**config.mk**
```make
export PLATFORM = sky130hd
export DESIGN_NAME = dm_arbiter
export DESIGN_NICKNAME = d
export VERILOG_FILES = /design/src/rtl/sisc_mem_pkg.sv /design/src/rtl/dm_wait_cnt.sv /design/src/rtl/dm_arbiter.sv
export SDC_FILE = /design/constraint.sdc
export NUM_CORES = 1
export LEC_CHECK = 0
export CORE_AREA = 2 2 97 99
export CTS_CLUSTER_SIZE = 40
export DETAILED_ROUTE_END_ITERATION = 12
export DIE_AREA = 0 0 99 101
export GPL_ROUTABILITY_DRIVEN = 0
export PLACE_DENSITY = 0.85
export SETUP_SLACK_MARGIN = 0.05
export SYNTH_ARGS = -nofsm -noshare
export SYNTH_HDL_FRONTEND = slang
export SYNTH_SLANG_ARGS = --single-unit
```
**constraint.sdc**
```tcl
create_clock -name clk -period 2.5 [get_ports clk]
set_input_delay 0.5 -clock clk [delete_from_list [all_inputs] [get_ports clk]]
set_output_delay 0.5 -clock clk [all_outputs]
set_load 0.05 [all_outputs]
```
**src/rtl/sisc_mem_pkg.sv**
```systemverilog
// Shared definitions for the SISC data-memory arbitration slice:
// state and owner encodings plus default bus widths.
package sisc_mem_pkg;

    localparam int unsigned AW_DEF       = 16;
    localparam int unsigned DW_DEF       = 32;
    localparam int unsigned MAX_WAIT_DEF = 4;
    // Wide enough for the largest legal starvation bound (15).
    localparam int unsigned WAIT_W       = 4;

    typedef enum logic [1:0] {
        IDLE   = 2'd0,
        ACCESS = 2'd1,
        RESP   = 2'd2
    } arb_state_e;

    typedef enum logic {
        OWN_CPU = 1'b0,
        OWN_EXT = 1'b1
    } owner_e;

endpackage

```
**src/rtl/dm_wait_cnt.sv**
```systemverilog
// Saturating starvation counter for the external port.
// Ports:
//   clk, rst_f  clock, asynchronous active-low reset
//   inc_i       count one CPU grant that bypassed a pending ext request
//   clr_i       clear (has priority over inc_i)
//   at_max_o    counter has reached MAX_WAIT (registered)
module dm_wait_cnt
    import sisc_mem_pkg::*;
#(
    parameter int unsigned MAX_WAIT = MAX_WAIT_DEF
) (
    input  logic clk,
    input  logic rst_f,
    input  logic inc_i,
    input  logic clr_i,
    output logic at_max_o
);

    localparam logic [WAIT_W-1:0] CNT_MAX = WAIT_W'(MAX_WAIT);

    logic [WAIT_W-1:0] cnt_q, cnt_d;
    logic              at_max_q, at_max_d;

    // Next count; at_max is computed from the next value so it stays registered.
    always_comb begin
        cnt_d = cnt_q;
        if (clr_i) begin
            cnt_d = '0;
        end else if (inc_i && (cnt_q != CNT_MAX)) begin
            cnt_d = cnt_q + WAIT_W'(1);
        end
        at_max_d = (cnt_d == CNT_MAX);
    end

    always_ff @(posedge clk or negedge rst_f) begin
        if (!rst_f) begin
            cnt_q    <= '0;
            at_max_q <= 1'b0;
        end else begin
            cnt_q    <= cnt_d;
            at_max_q <= at_max_d;
        end
    end

    assign at_max_o = at_max_q;

endmodule

```
**src/rtl/dm_arbiter.sv**
```systemverilog
// Arbitrates the single-port synchronous data memory between the CPU
// datapath and an external requester. CPU has priority; the external port
// is forced to win after MAX_WAIT consecutive bypasses.
// Ports:
//   clk, rst_f                         clock, asynchronous active-low reset
//   cpu_req/we/addr/wdata, cpu_rdata   CPU request side, cpu_ack one-cycle pulse
//   cpu_stall                          cpu_req && !cpu_ack (combinational)
//   ext_req/we/addr/wdata, ext_rdata   external request side, ext_ack pulse
//   mem_en/we/addr/wdata, mem_rdata    memory side, 1-cycle read latency
module dm_arbiter
    import sisc_mem_pkg::*;
#(
    parameter int unsigned AW       = AW_DEF,
    parameter int unsigned DW       = DW_DEF,
    parameter int unsigned MAX_WAIT = MAX_WAIT_DEF
) (
    input  logic          clk,
    input  logic          rst_f,
    input  logic          cpu_req,
    input  logic          cpu_we,
    input  logic [AW-1:0] cpu_addr,
    input  logic [DW-1:0] cpu_wdata,
    output logic [DW-1:0] cpu_rdata,
    output logic          cpu_ack,
    output logic          cpu_stall,
    input  logic          ext_req,
    input  logic          ext_we,
    input  logic [AW-1:0] ext_addr,
    input  logic [DW-1:0] ext_wdata,
    output logic [DW-1:0] ext_rdata,
    output logic          ext_ack,
    output logic          mem_en,
    output logic          mem_we,
    output logic [AW-1:0] mem_addr,
    output logic [DW-1:0] mem_wdata,
    input  logic [DW-1:0] mem_rdata
);

    arb_state_e    state_q, state_d;
    owner_e        owner_q, owner_d;
    logic          we_q, we_d;
    logic          mem_en_q, mem_en_d;
    logic          mem_we_q, mem_we_d;
    logic [AW-1:0] mem_addr_q, mem_addr_d;
    logic [DW-1:0] mem_wdata_q, mem_wdata_d;
    logic          cpu_ack_q, cpu_ack_d;
    logic          ext_ack_q, ext_ack_d;
    logic          wc_inc, wc_clr, wc_at_max;

    dm_wait_cnt #(
        .MAX_WAIT (MAX_WAIT)
    ) u_wait_cnt (
        .clk      (clk),
        .rst_f    (rst_f),
        .inc_i    (wc_inc),
        .clr_i    (wc_clr),
        .at_max_o (wc_at_max)
    );

    // Next-state and registered-output logic. Memory controls are loaded on
    // the grant edge so they are valid for exactly the ACCESS cycle.
    always_comb begin
        state_d     = state_q;
        owner_d     = owner_q;
        we_d        = we_q;
        mem_en_d    = 1'b0;
        mem_we_d    = 1'b0;
        mem_addr_d  = '0;
        mem_wdata_d = '0;
        cpu_ack_d   = 1'b0;
        ext_ack_d   = 1'b0;
        wc_inc      = 1'b0;
        wc_clr      = 1'b0;

        case (state_q)
            IDLE: begin
                if (ext_req && (!cpu_req || wc_at_max)) begin
                    state_d     = ACCESS;
                    owner_d     = OWN_EXT;
                    we_d        = ext_we;
                    mem_en_d    = 1'b1;
                    mem_we_d    = ext_we;
                    mem_addr_d  = ext_addr;
                    mem_wdata_d = ext_wdata;
                    wc_clr      = 1'b1;
                end else if (cpu_req) begin
                    state_d     = ACCESS;
                    owner_d     = OWN_CPU;
                    we_d        = cpu_we;
                    mem_en_d    = 1'b1;
                    mem_we_d    = cpu_we;
                    mem_addr_d  = cpu_addr;
                    mem_wdata_d = cpu_wdata;
                    // Count a bypass only when ext is actually waiting.
                    wc_inc      = ext_req;
                    wc_clr      = !ext_req;
                end else begin
                    // Both idle: ext_req is low here.
                    wc_clr = 1'b1;
                end
            end
            ACCESS: begin
                state_d   = RESP;
                cpu_ack_d = (owner_q == OWN_CPU);
                ext_ack_d = (owner_q == OWN_EXT);
            end
            RESP: begin
                state_d = IDLE;
            end
            default: begin
                state_d = IDLE;
            end
        endcase
    end

    always_ff @(posedge clk or negedge rst_f) begin
        if (!rst_f) begin
            state_q     <= IDLE;
            owner_q     <= OWN_CPU;
            we_q        <= 1'b0;
            mem_en_q    <= 1'b0;
            mem_we_q    <= 1'b0;
            mem_addr_q  <= '0;
            mem_wdata_q <= '0;
            cpu_ack_q   <= 1'b0;
            ext_ack_q   <= 1'b0;
        end else begin
            state_q     <= state_d;
            owner_q     <= owner_d;
            we_q        <= we_d;
            mem_en_q    <= mem_en_d;
            mem_we_q    <= mem_we_d;
            mem_addr_q  <= mem_addr_d;
            mem_wdata_q <= mem_wdata_d;
            cpu_ack_q   <= cpu_ack_d;
            ext_ack_q   <= ext_ack_d;
        end
    end

    assign mem_en    = mem_en_q;
    assign mem_we    = mem_we_q;
    assign mem_addr  = mem_addr_q;
    assign mem_wdata = mem_wdata_q;
    assign cpu_ack   = cpu_ack_q;
    assign ext_ack   = ext_ack_q;

    // Read data arrives from memory in the ack cycle itself, so it is gated
    // rather than registered; writes return zero.
    assign cpu_rdata = (cpu_ack_q && !we_q) ? mem_rdata : '0;
    assign ext_rdata = (ext_ack_q && !we_q) ? mem_rdata : '0;
    assign cpu_stall = cpu_req && !cpu_ack_q;

endmodule

```
* Yosys cells after proc, flatten, opt, wreduce, memory -nomap -nowiden
Index checks and enable logic that the tools add are counted. W data, S select, Z words.
Storage, ports and cells: word-level logic and storage cells 61, output and inout bits 117, bits in read-only memories 0, latch bits 0, bits in registers 61, memories 0, bits in writable memories 0
Operators by class: div/mod/pow operators 0, $lt $le $gt $ge 0, equal/unequal tests 4, add/subtract/negate cells 1, multiply operators 0, muxes and demuxes 31, reduce and logical (&&, ||, !) cells 13, bitwise operators 1, shift operators 0
Operators by type and width (count):
- $mux W32 | 5
- $mux W16 | 3
- $mux W1 | 18
- $mux W4 | 2
- $logic_and A1 B1 Y1 | 5
- $add A4 B1 Y4 const B | 1
- $eq A4 B3 Y1 const B | 1
- $logic_not A1 Y1 | 4
- $mux W2 | 2
- $ne A4 B3 Y1 const B | 1
- $pmux W2 S2 | 1
- $ne A3 B3 Y1 const B | 1
- $eq A2 B1 Y1 const B | 1
- $logic_not A2 Y1 | 1
- $reduce_and A2 Y1 | 1
- $reduce_bool A2 Y1 | 1
- $logic_or A1 B1 Y1 | 1
- $not A1 Y1 | 1

* Longest topological paths before layout
Gate-level depths: netlist of run 1.
depth in word-level cells 9, depth in mapped cells 6

* Hierarchy
Synthesis of run 1 repeated with hierarchy kept, for this count alone.
Second synthesis, totals: cell total of the unflattened synthesis 239, area, all modules 2755.1 µm²
Modules (own cells, without submodules):
- dm_arbiter | times used 1, area an instance 2464.9 µm², cells an instance 209
- dm_wait_cnt | times used 1, area an instance 290.3 µm², cells an instance 30

* Worst setup path before layout of run 1
No wires, ideal clock.
path kind flip-flop to output port, start reg cpu_ack_q, in the netlist cpu_ack, end out cpu_rdata[10], cell stages (with the launch flop) 4, path buffers 1, arrival time 1.567 ns, slack 0.433 ns, required time 2.000 ns, cell sequence dfrtp_1 -> nor2b_1 -> clkbuf_1 -> and2_1
On the way: word-level cells in the longest chain between the ends 2
RTL lines:
- start, declared | RTL line dm_arbiter.sv:46 | logic cpu_ack_q, cpu_ack_d;
- start signal, assigned | RTL line dm_arbiter.sv:135 | cpu_ack_q <= cpu_ack_d;
- $logic_and A1 B1 Y1 | RTL line dm_arbiter.sv:149 | assign cpu_rdata = (cpu_ack_q && !we_q) ? mem_rdata : '0;
- $mux W32 | RTL line dm_arbiter.sv:149
- end, declared | RTL line dm_arbiter.sv:23 | output logic [DW-1:0] cpu_rdata,
Every way passes these cells.

* Worst setup path in the final report of run 1
start reg cpu_ack_q, in the netlist cpu_ack, end out cpu_ack
RTL lines:
- end, declared | RTL line dm_arbiter.sv:24 | output logic cpu_ack,
No word-level cell between the ends.

==> results.json, run 1 <==
{
  "outcome": "complete, no violations",
  "via_count": 2817,
  "grt_util_all_layers_pct": 19.2,
  "cts-buffers-inserted": 9,
  "grt_overflow_total": 0,
  "die_w_microns": 99,
  "worst_slew_pin_slew_ns": 0.884,
  "finalWirelength_microns": 9770,
  "layout-drive-gt1-share_pct": 18.8,
  "area.sequential_sq_um": 1530,
  "finalMaxSlewViolations": 0,
  "cp_top_family": "buffers and inverters",
  "floorplan.initialDensity_pct": 30.2,
  "dr.pass1.iters": 4,
  "detail_route.wl_per_cell_microns": 16.3,
  "antenna_cells": 0,
  "power.switching_uw": 2630,
  "numPortBuffers": 250,
  "die-height_microns": 101,
  "critical_path.n_buffers_inverters": 1,
  "seq_area_frac_synth_pct": 56.3,
  "synthesis.area_sq_um": 2710,
  "comb_power_share_pct": 61.5,
  "final_core_utilization_pct": 68.8,
  "drc_errors": 0,
  "grt_start_max_net_pins": 49,
  "yosysWarnings": 0,
  "cts_setup_buffers": 0,
  "synth.ff_latch_count": 61,
  "boundaryPins": 251,
  "clock_share_of_power_pct": 14.9,
  "antenna_violations_before_repair": 0,
  "timing.final.hold_violations": 0,
  "share_seq_of_total_power_pct": 23.6,
  "rsz0062_at_grt": "no",
  "timing.clock.skew_ns": 0.00554,
  "cts_root_buf": "sky130_fd_sc_hd__clkbuf_8",
  "max-slew-margin-rel_pct": 41.1,
  "drt-vias-per-instance": 4.70,
  "first_global_vias": 2890,
  "rows": 35,
  "cp_data_arrival_time_ns": 1.55,
  "vdd_ir_drop_max_uv": 519,
  "timing.setup.tns_ns": 0,
  "cp-end-kind": "output pin",
  "worstHoldPathType": "in2async",
  "critPathSlowestCell": "sky130_fd_sc_hd__clkdlybuf4s50_1",
  "hold_slack_ns": 0.206,
  "setup.worst_path.class": "reg2out",
  "power.internal_uw": 3200,
  "drt_first_iter_violations": 110,
  "grt_first_pass_wirelength_microns": 14700,
  "clk_pin_slew_ns": 0.08,
  "worst_ep_required_time_ns": 2.00,
  "fill_cells": 623,
  "syn-instance-count": 234,
  "synth_cell_types": 28,
  "ant_nets": 0,
  "clock-sinks": 61,
  "achievable-frequency_mhz": 488,
  "critical_path_peak_fanout": 3,
  "synthesis.nets": 370,
  "p_sw_share_pct": 45.1,
  "clock_path_buffers": 2,
  "nNetsFinal": 620,
  "crit_chain": "clkdlybuf4s50_1",
  "cts_tree": "done",
  "htree_levels": 3,
  "report.final.setup_viol": 0,
  "p_leak_uw": 0.00266,
  "core_region_area_sq_um": 8980,
  "max_stage_delay_ns": 0.83,
  "synthesis.area_per_instance_sq_um": 11.6,
  "finalWorstPathRequiredPeriod_ns": 2.05,
  "cts.hold.buffers_added": 0,
  "timing.max_cap.violations": 0,
  "area_delta_synth_final_pct": 128,
  "worst_setup_path_start_kind": "register",
  "worstSkewPairLatency_ns": 0.33,
  "area_of_the_multi_input_gates_sq_um": 1100,
  "fin_crit_sh_pct": 82.0,
  "power.density_cell_area_nw_per_um2": 943,
  "floorplan.die_area_sq_um": 10000,
  "cts_repair_resize_count": 0
}
-- cell type report --
| cell class | count | share of cell area [%] |
|---|---|---|
| inverters | 5 | 0.304 |
| clock inverters | 7 | 1.22 |
| well taps | 111 | 2.25 |
| clock buffers | 9 | 2.01 |
| flip-flops and latches | 61 | 24.7 |
| repair buffers | 255 | 51.8 |
| multi-input cells | 152 | 17.7 |
-- path summary, 6_finish.rpt --
check,from,end,slack (ns),cells past startpoint
worst max-delay path,cpu_ack$_DFF_PN0_,cpu_ack,0.45,1
worst max register to register,state_q[1]$_DFFE_PN0P_,mem_addr[2]$_DFF_PN0_,0.53,3
min in group clk,owner_q$_DFFE_PN0P_,cpu_ack$_DFF_PN0_,0.45,1
max in group asynchronous,rst_f,state_q[1]$_DFFE_PN0P_,1.60,2
worst min register to register,owner_q$_DFFE_PN0P_,cpu_ack$_DFF_PN0_,0.45,1
worst min-delay path,rst_f,mem_wdata[22]$_DFF_PN0_,0.21,1
-- synth_stat cells (all sizes together) --
cell    instances  share of area, %
a21boi          1              0.28
a21o            2              0.55
a21oi           2              0.37
a22o           47                15
a22oi           1              0.28
a31o            1              0.32
a32oi           2              0.65
and2           66                15
and3            2              0.51
buf             7               1.3
clkbuf          9               1.2
dfrtp          61                56
ha              2              0.92
inv             5              0.69
nand2           3              0.42
nand2b          1              0.23
nand3           1              0.18
nand3b          2              0.83
nor2            1              0.14
nor2b           5               1.2
nor3            4              0.74
nor4            1              0.23
nor4b           1              0.32
o21ai           4              0.74
o311a           1              0.37
o31ai           1              0.28
or4b            1              0.51
-- flip-flops by register name, indices dropped and copies added (netlist names) --
signal and flops:
mem_wdata 32, mem_addr 16, u_wait_cnt.cnt_q 4, state_q 2, cpu_ack 1, ext_ack 1, mem_en 1, mem_we 1
owner_q 1, u_wait_cnt.at_max_o 1, we_q 1
-- through the flow --
stage / setup slack [ns] / instance area (sq um) / instances / total power [uW]
2_1_floorplan: 0.433 / 2710 / 234 / 3360
3_3_place_gp: 0.284 / 5980 / 584 / 4930
3_5_place_dp: 0.198 / 5980 / 584 / 5010
4_1_cts: 0.428 / 6180 / 600 / 5880
5_1_grt: 0.362 / 6180 / 600 / 6070
6_report: 0.451 / 6180 / 600 / 5830
-- cell families after synthesis --
family / synth area share (%)
and+or+nand+nor: 20.5
DFF: 56.3
AOI/OAI and AO/OA: 19.0
buffers and inverters: 3.23
adders and majority gates: 0.923
-- worst register-to-register path: stages (launching register included) --
cell and delay [ns]:
sky130_fd_sc_hd__dfrtp_1 0.45, sky130_fd_sc_hd__nor2_1 0.33, sky130_fd_sc_hd__and3_2 0.84, sky130_fd_sc_hd__a22o_1 0.28
-- cell usage in the layout, fill, tap and decap left out, drive strengths merged, types with 2 or more instances in the layout --
cell type / instances
clkdlybuf4s50: 184
buf: 71
and2: 66
dfrtp: 61
a22o: 47
clkbuf: 9
inv: 6
nor2b: 5
nor3: 4
o21ai: 4
nand2: 3
clkinvlp: 3
a32oi: 2
nand3b: 2
a21oi: 2
a21o: 2
ha: 2
and3: 2
clkinv: 2
-- metal layers --
layer	vias to the layer above	routed length (microns)	global-route usage [%]
li1	1323	-	-
met1	1303	3230	18.6
met2	173	5460	37.2
met3	18	832	6.45
met4	0	246	7.48
met5	-	0	0
-- power by group through the flow --
stage | sequential, uW | combinational, uW | clock [uW]
after CTS | 1380 | 3620 | 892
after global routing | 1410 | 3720 | 935
after global placement | 1380 | 3540 | 0
after floorplan | 2170 | 1190 | 0
final | 1380 | 3580 | 867
after detailed placement | 1400 | 3610 | 0
No activity file was read; power rests on OpenSTA's default activity.
==> run 2, diff against run 1 <==
CORE_AREA = default   (was 2 2 97 99)
CORE_MARGIN = 2   (was default)
CORE_UTILIZATION = 28   (was default)
DIE_AREA = default   (was 0 0 99 101)
PLACE_DENSITY = 0.83   (was 0.85)
clock period = 1.85 ns   (was 2.5 ns; I/O delays follow)
==> results.json, run 2 (same netlist as run 1, synthesis figures left out) <==
{
  "finalWorstPathRequiredPeriod_ns": 1.82,
  "grt_util_all_layers_pct": 18.8,
  "setup.worst_path.class": "reg2out",
  "cts-buffers-inserted": 9,
  "grt_overflow_total": 0,
  "rsz0062_at_grt": "yes",
  "cp_data_arrival_time_ns": 1.45,
  "clk_pin_slew_ns": 0.07,
  "worst_slew_pin_slew_ns": 0.513,
  "hold_slack_ns": 0.0311,
  "grt_first_pass_wirelength_microns": 14800,
  "layout-drive-gt1-share_pct": 41.6,
  "worst_setup_path_start_kind": "register",
  "first_global_vias": 2967,
  "drc_errors": 0,
  "worstHoldPathType": "in2async",
  "timing.final.ws_setup_ns": 0.0267,
  "grt_start_max_net_pins": 62,
  "floorplan.die_area_sq_um": 10500,
  "drt_first_iter_violations": 68,
  "detail_route.wl_per_cell_microns": 16.8,
  "fin_crit_sh_pct": 98.6,
  "dp_hpwl_microns": 8280,
  "via_count": 2921,
  "worstSkewPairLatency_ns": 0.33,
  "final_core_utilization_pct": 69.6,
  "antenna_violations_before_repair": 1,
  "cp-end-kind": "output pin",
  "report.final.setup_viol": 0,
  "clock-sinks": 61,
  "timing.max_cap.violations": 0,
  "pre_cts_ws_ns": -0.351,
  "final_area_sq_um": 6490,
  "numPortBuffers": 250,
  "outcome": "complete, no violations",
  "htree_levels": 3,
  "cts_tree": "done",
  "fin_total_pwr_uw": 8440,
  "p_leak_uw": 0.00302,
  "timing.final.hold_violations": 0,
  "max-slew-margin-rel_pct": 65.9,
  "nNetsFinal": 633,
  "cp_top_family": "flip-flops",
  "die-height_microns": 102,
  "worst_ep_required_time_ns": 1.48,
  "critical_path_peak_fanout": 16,
  "dpl-instance-area_sq_um": 6080,
  "critical_path.n_buffers_inverters": 2,
  "layout.cells.most_common": "sky130_fd_sc_hd__clkdlybuf4s50_1",
  "drt-vias-per-instance": 4.62,
  "achievable-frequency_mhz": 548,
  "core_region_area_sq_um": 9330,
  "ant_nets": 0,
  "critPathSlowestCell": "sky130_fd_sc_hd__dfrtp_2",
  "max_stage_delay_ns": 0.45,
  "clock_path_buffers": 2,
  "rows": 35,
  "power.density_cell_area_nw_per_um2": 1300,
  "largest_register_ffs": 32,
  "finalMaxSlewViolations": 0,
  "die_w_microns": 102,
  "boundaryPins": 251,
  "finalWirelength_microns": 10600,
  "cts.hold.buffers_added": 0,
  "vdd_ir_drop_max_uv": 522,
  "crit_chain": "nor2b_4 -> buf_6 -> and2_2 -> buf_12",
  "floorplan.initialDensity_pct": 29.1,
  "dr.pass1.iters": 4,
  "area_delta_synth_final_pct": 140,
  "cts_root_buf": "sky130_fd_sc_hd__clkbuf_8",
  "layout_common_cells": "130 x sky130_fd_sc_hd__clkdlybuf4s50_1, 68 x sky130_fd_sc_hd__buf_12, 58 x sky130_fd_sc_hd__dfrtp_1, 47 x sky130_fd_sc_hd__a22o_1, 43 x sky130_fd_sc_hd__and2_2",
  "timing.clock.skew_ns": 0.0109
}
-- run 2: changes by cell type in the layout (fill, tap and decap cells not counted), sizes merged --
cell	before	now
buf	71	115
bufinv	1	3
clkbuf	9	13
clkdlybuf4s50	184	130
clkinv	2	0
clkinvlp	3	0
diode	0	1
dlygate4sd2	0	22
dlymetal6s2s	0	1
inv	6	5
-- run 2: area by class of cell --
| type | instances | area, sq um |
|---|---|---|
| repair buffers | 268 | 3240 |
| flip-flops and latches | 61 | 1530 |
| inverters | 5 | 18.8 |
| fillers | 672 | 2840 |
| multi-input cells | 152 | 1280 |
| clock buffers | 13 | 169 |
| diodes | 1 | 2.50 |
| well taps | 129 | 161 |
| clock inverters | 3 | 90.1 |
-- run 2: per-layer routing --
metal	vias to the layer above	GRT usage, %	wire length (microns)
met4	0	9.85	236
met2	185	35.2	5970
met1	1364	17.4	3370
met5	-	0	0
met3	21	7.39	1060
li1	1351	-	-
-- run 2: path summary, 6_finish.rpt --
check / cells past startpoint / to / slack, ns / from
setup / recovery: 4 / ext_rdata[12] / 0.03 / we_q$_DFFE_PN0P_
hold / removal: 2 / mem_wdata[30]$_DFF_PN0_ / 0.03 / rst_f
setup reg to reg: 6 / u_wait_cnt.at_max_o$_DFF_PN0_ / 0.09 / u_wait_cnt.cnt_q[0]$_DFF_PN0_
hold reg to reg: 1 / cpu_ack$_DFF_PN0_ / 0.45 / owner_q$_DFFE_PN0P_
max in group asynchronous: 2 / cpu_ack$_DFF_PN0_ / 1.51 / rst_f
min in group clk: 1 / cpu_ack$_DFF_PN0_ / 0.45 / owner_q$_DFFE_PN0P_
-- run 2: per-stage QoR --
step	cells	setup TNS, ns
floorplan	234	0
global placement	609	-0.510
detailed placement	609	-4.16
CTS	625	0
global route	632	-1.32
finish	632	0
-- run 2: power by group --
group | leakage [uW] | switching [uW] | internal, uW | total [uW]
logic | 0.00208 | 2940 | 2120 | 5050
clock network | 0.000130 | 504 | 1010 | 1510
registers | 0.000803 | 180 | 1690 | 1870
total | 0.00302 | 3620 | 4820 | 8440
-- run 2: timing repair --
action / 4_1_cts / 5_1_grt
buffers inserted: 0 / 3
pin swaps: 10 / 9
gates cloned: 0 / 3
gates resized for setup: 41 / 31
endpoints found under the setup margin: 86 / 66
==> run 3, diff against run 2 <==
SKIP_LAST_GASP = 1   (was default)
==> results.json, run 3 (same netlist as run 1, synthesis figures left out) <==
{
  "outcome": "complete, but fails checks",
  "failed_checks": "setup timing",
  "power.density_cell_area_nw_per_um2": 1300,
  "timing.final.hold_violations": 0,
  "worstSkewPairLatency_ns": 0.33,
  "ant_nets": 0,
  "max-slew-margin-rel_pct": 65.9,
  "cp_data_arrival_time_ns": 2.12,
  "dpl-instance-area_sq_um": 6080,
  "p_leak_uw": 0.00297,
  "worst_ep_required_time_ns": 2.12,
  "layout.cells.most_common": "sky130_fd_sc_hd__clkdlybuf4s50_1",
  "numPortBuffers": 250,
  "dp_hpwl_microns": 8280,
  "nNetsFinal": 632,
  "drt-vias-per-instance": 4.65,
  "dr.pass1.iters": 4,
  "worst_slew_pin_slew_ns": 0.513,
  "cp-end-kind": "register",
  "first_global_vias": 2943,
  "fin_total_pwr_uw": 8360,
  "timing.max_cap.violations": 0,
  "clock-sinks": 61,
  "cts_tree": "done",
  "grt_first_pass_wirelength_microns": 14700,
  "grt_overflow_total": 0,
  "finalWorstPathRequiredPeriod_ns": 1.86,
  "fill_cells": 677,
  "die-height_microns": 102,
  "grt_util_all_layers_pct": 18.6,
  "floorplan.die_area_sq_um": 10500,
  "report.final.setup_viol": 1,
  "setup.reg_to_reg.worst_slack_ns": -0.006,
  "clock_path_buffers": 2,
  "achievable-frequency_mhz": 539,
  "setup.worst_path.class": "reg2reg",
  "largest_register_ffs": 32,
  "via_count": 2931,
  "timing.clock.skew_ns": 0.0122,
  "drc_errors": 0,
  "critical_path_peak_fanout": 4,
  "fin_crit_sh_pct": 100,
  "reg2reg_depth": 6,
  "drt_first_iter_violations": 73,
  "detail_route.wl_per_cell_microns": 16.8,
  "area_delta_synth_final_pct": 137,
  "regToRegStartpoint": "u_wait_cnt.cnt_q[0]$_DFF_PN0_",
  "clk_pin_slew_ns": 0.07,
  "rows": 35,
  "vdd_ir_drop_max_uv": 524,
  "layout-drive-gt1-share_pct": 40.7,
  "crit-reg2reg-capture": "u_wait_cnt.at_max_o$_DFF_PN0_",
  "core_region_area_sq_um": 9330,
  "post-place-cells": 609,
  "cts_root_buf": "sky130_fd_sc_hd__clkbuf_8",
  "finalWirelength_microns": 10600,
  "boundaryPins": 251,
  "cts-buffers-inserted": 9,
  "worstHoldPathType": "in2async",
  "cts.hold.buffers_added": 0,
  "finalNonFillerCells": 631,
  "timing.final.ws_setup_ns": -0.00626,
  "finalMaxSlewViolations": 0,
  "timing.setup.tns_ns": -0.00626,
  "floorplan.initialDensity_pct": 29.1,
  "rsz0062_at_grt": "yes",
  "die_w_microns": 102,
  "antenna_violations_before_repair": 1,
  "layout_common_cells": "131 x sky130_fd_sc_hd__clkdlybuf4s50_1, 68 x sky130_fd_sc_hd__buf_12, 59 x sky130_fd_sc_hd__dfrtp_1, 54 x sky130_fd_sc_hd__and2_2, 47 x sky130_fd_sc_hd__a22o_1",
  "worst_setup_path_start_kind": "register",
  "grt_start_max_net_pins": 62,
  "htree_levels": 3,
  "final_area_sq_um": 6430
}
[run 3: stage by stage]
stage	setup WS [ns]	hold WS, ns	util, %
floorplan	0.0556	0.0744	-
global placement	-0.238	0.395	65.2
detailed placement	-0.351	0.405	65.2
CTS	-0.00195	0.0365	67.8
global route	-0.0352	0.0455	68.9
finish	-0.00626	0.0325	68.9
[run 3: report_power, final]
group / internal [uW] / total (uW) / switching [uW]
logic: 2060 / 4970 / 2910
registers: 1690 / 1870 / 180
clock network: 1010 / 1520 / 511
total: 4760 / 8360 / 3600
[run 3: final cells by class]
type	count	area [sq um]	share of cell area (%)
repair buffers	267	3230	50.2
flip-flops and latches	61	1530	23.8
multi-input cells	152	1230	19.1
clock buffers	13	169	2.63
well taps	129	161	2.51
clock inverters	3	90.1	1.40
inverters	5	18.8	0.292
diodes	1	2.50	0.0389
[run 3: how the worst max path moves through the flow]
stage / start / to / slack [ns] / cells after the start
2_1_floorplan: ext_ack$_DFF_PN0_ / ext_rdata[10] / 0.06 / 3
3_3_place_gp: cpu_req / u_wait_cnt.at_max_o$_DFF_PN0_ / -0.24 / 5
3_5_place_dp: cpu_req / u_wait_cnt.at_max_o$_DFF_PN0_ / -0.35 / 5
4_1_cts: cpu_ack$_DFF_PN0_ / cpu_rdata[31] / -0.002 / 4
5_1_grt: we_q$_DFFE_PN0P_ / ext_rdata[10] / -0.04 / 4
6_report: u_wait_cnt.cnt_q[0]$_DFF_PN0_ / u_wait_cnt.at_max_o$_DFF_PN0_ / -0.006 / 6
[run 3: critical path, stage by stage, from the launching register on]
cell and delay, ns:
sky130_fd_sc_hd__dfrtp_1 0.37, sky130_fd_sc_hd__inv_1 0.11, sky130_fd_sc_hd__ha_1 0.23, sky130_fd_sc_hd__nand3b_2 0.12, sky130_fd_sc_hd__or4b_4 0.52, sky130_fd_sc_hd__nor3_2 0.23, sky130_fd_sc_hd__o311a_1 0.21
[run 3: metal layers]
| metal | share of wire, % | vias to the layer above | track usage [%] | wire length (microns) |
|---|---|---|---|---|
| li1 | - | 1354 | - | - |
| met1 | 32 | 1377 | 17.6 | 3400 |
| met2 | 56 | 183 | 35.2 | 5940 |
| met3 | 9.5 | 17 | 7.11 | 1010 |
| met4 | 2.6 | 0 | 8.82 | 272 |
| met5 | 0 | - | 0 | 0 |
[run 3: what timing repair did]
item	CTS	global route
endpoints found under the hold margin	0	0
gates resized for setup	24	27
setup endpoints to repair	86	67
pin swaps	0	9
buffers inserted	0	2
gates cloned	0	3
==> patch (settings of run 2) <==
Change the package constant `WAIT_W` from 4 to 5.
--- a/src/rtl/sisc_mem_pkg.sv
+++ b/src/rtl/sisc_mem_pkg.sv
@@ -6,7 +6,7 @@
     localparam int unsigned DW_DEF       = 32;
     localparam int unsigned MAX_WAIT_DEF = 4;
     // Wide enough for the largest legal starvation bound (15).
-    localparam int unsigned WAIT_W       = 4;
+    localparam int unsigned WAIT_W       = 5;
 
     typedef enum logic [1:0] {
         IDLE   = 2'd0,
Function: same outputs for any inputs over 10 cycles, from zero or initial values and one cycle with rst_f low; that may be too few to reach the edited logic, so the function may still have changed.
==> patch against run 2 <==
Wire length about the same. Critical path depth unchanged. Worst setup slack worse by 0.0019 ns. Final area down 1.3%. Global-route usage up 1.1 points. Sequential cell count up 1. Via count down 1.6%. Critical endpoint is now cpu_rdata[20]. Power down 5.4%. Die area up 2.4%. Synthesized area up 2.5%.
==> patch: results (changes against run 2) <==
Placed design
  • Post-DP HPWL: 8.35 mm (was 8.28 mm)
  • Post-placement cell area: 6120 um2 (was 6080 um2)
  • Dpl cells: 611 (was 609)
  • Dpl ws: -0.100 ns (was -0.351 ns)

Yosys
  • Seq/Total Area, Yosys: 0.558 (was 0.563)
  • Top cells by area, synth: dfrtp_1 56%, a22o_1 15%, and2_1 15%, nor2b_1 1.1%, buf_2 1.1% (was dfrtp_1 56%, and2_1 15%, a22o_1 15%, buf_2 1.3%, clkbuf_1 1.2%)
  • Post-Synthesis Cells: 236 (was 234)
  • Netlist cell types: 31 (was 28)
  • Syn_nets: 372 (was 370)
  • Commonest cells in the netlist: 65 x and2_1, 62 x dfrtp_1, 48 x a22o_1 (was 66 x and2_1, 61 x dfrtp_1, 47 x a22o_1)

GRT
  • Total GRT Usage: 0.199 (was 0.188)
  • Pin count of the biggest net entering global routing: 63 (was 62)
  • Initial antenna violation count: 0 (was 1)
  • Global-route wire length before repair: 16.6 mm (was 14.8 mm)
  • Vias in the first global route: 3095 (was 2967)

Cells and area
  • ANT cells: 0 (was 1)
  • Final non-filler cell total: 631 (was 632)
  • Layout cell share with drive strength beyond 1: 0.404 (was 0.416)

Run status
  • Status: finished, final reports clean (unchanged)

Timing
  • Worst-Margin Slew: 0.524 ns (was 0.513 ns)
  • Final Critical Period: 1.83 ns (was 1.82 ns)
  • Clock skew: 0.00594 ns (was 0.0109 ns)

Route
  • Starting DRT DRC Count: 132 (was 68)
  • Routed vias: 2873 (was 2921)
  • WL per Instance: 16.9 um (was 16.8 um)
  • Drt pass-1 iters: 6 (was 4)

Pwr
  • Peak supply drop: 0.590 mV (was 0.522 mV)
  • Leakage power: 2.93 nW (was 3.02 nW)

Setup path
  • Flop2flop setup slack: 0.24 ns (was 0.09 ns)
  • Slowest cell delay on critical path: 0.44 ns
[patch: changes by cell type in the layout (fill, tap and decap cells not counted), sizes merged, moves of 2 or more]
cell           change
clkinv             +3
bufinv             -3
buf                -6
a32oi              -2
nor3               -4
a21oi              +2
clkdlybuf4s50      +2
nand3              +2
[patch: kinds of logic (layout without fill, tap and decap cells)]
logic type	after synthesis	count (layout)	share of synthesized area
and+or+nand+nor	88	88	0.207
AOI/OAI and AO/OA	62	62	0.183
DFF	62	62	0.558
buffers and inverters	21	283	0.0392
adders and majority gates	2	2	0.00900
xor gates and xnor gates	1	1	0.00315
[patch: report_power, final]
part / leakage, nW / switching, W / internal, W / total, W
clock network: 0.0861 / 0.000496 / 0.000516 / 0.00101
logic: 2.03 / 0.00296 / 0.00215 / 0.00510
registers: 0.819 / 0.000152 / 0.00172 / 0.00187
total: 2.93 / 0.00361 / 0.00438 / 0.00799
[patch: final cells by class]
cell class / instances / area, um2
Tap cell: 133 / 166
Inverter: 4 / 15.0
Timing Repair Buffer: 263 / 3220
Clock inverter: 4 / 22.5
Sequential cell: 62 / 1550
Multi-Input combinational cell: 153 / 1280
Clock buffer: 12 / 145
Fill cell: 724 / 3280
[patch: routing by layer]
layer  up-vias  track usage  share of wire
met3        21       0.0535          0.074
met4         0       0.0898          0.025
met5         -            0              0
li1       1340            -              -
met2       174        0.389           0.56
met1      1338        0.191           0.34
[patch: per-stage QoR]
stage,total power [W],hold slack [ns]
CTS,0.00793,0.0260
finish,0.00799,0.0295
global route,0.00832,0.0409
detailed placement,0.00689,0.405
floorplan,0.00467,0.0744
global placement,0.00679,0.399
[patch: path summary, 6_finish.rpt]
kind / end
hold reg to reg: cpu_ack$_DFF_PN0_
hold / removal: mem_addr[2]$_DFF_PN0_
min in group clk: cpu_ack$_DFF_PN0_
setup reg to reg: u_wait_cnt.at_max_o$_DFF_PN0_
max in group asynchronous: cpu_ack$_DFF_PN0_
setup / recovery: cpu_rdata[20]
[patch: what timing repair did]
action | in CTS | in global routing
resized for setup | 47 | 28
setup endpoints to repair | 86 | 65
cloned | 2 | 1
pin swaps | 7 | 12
setup buffers | 1 | 0
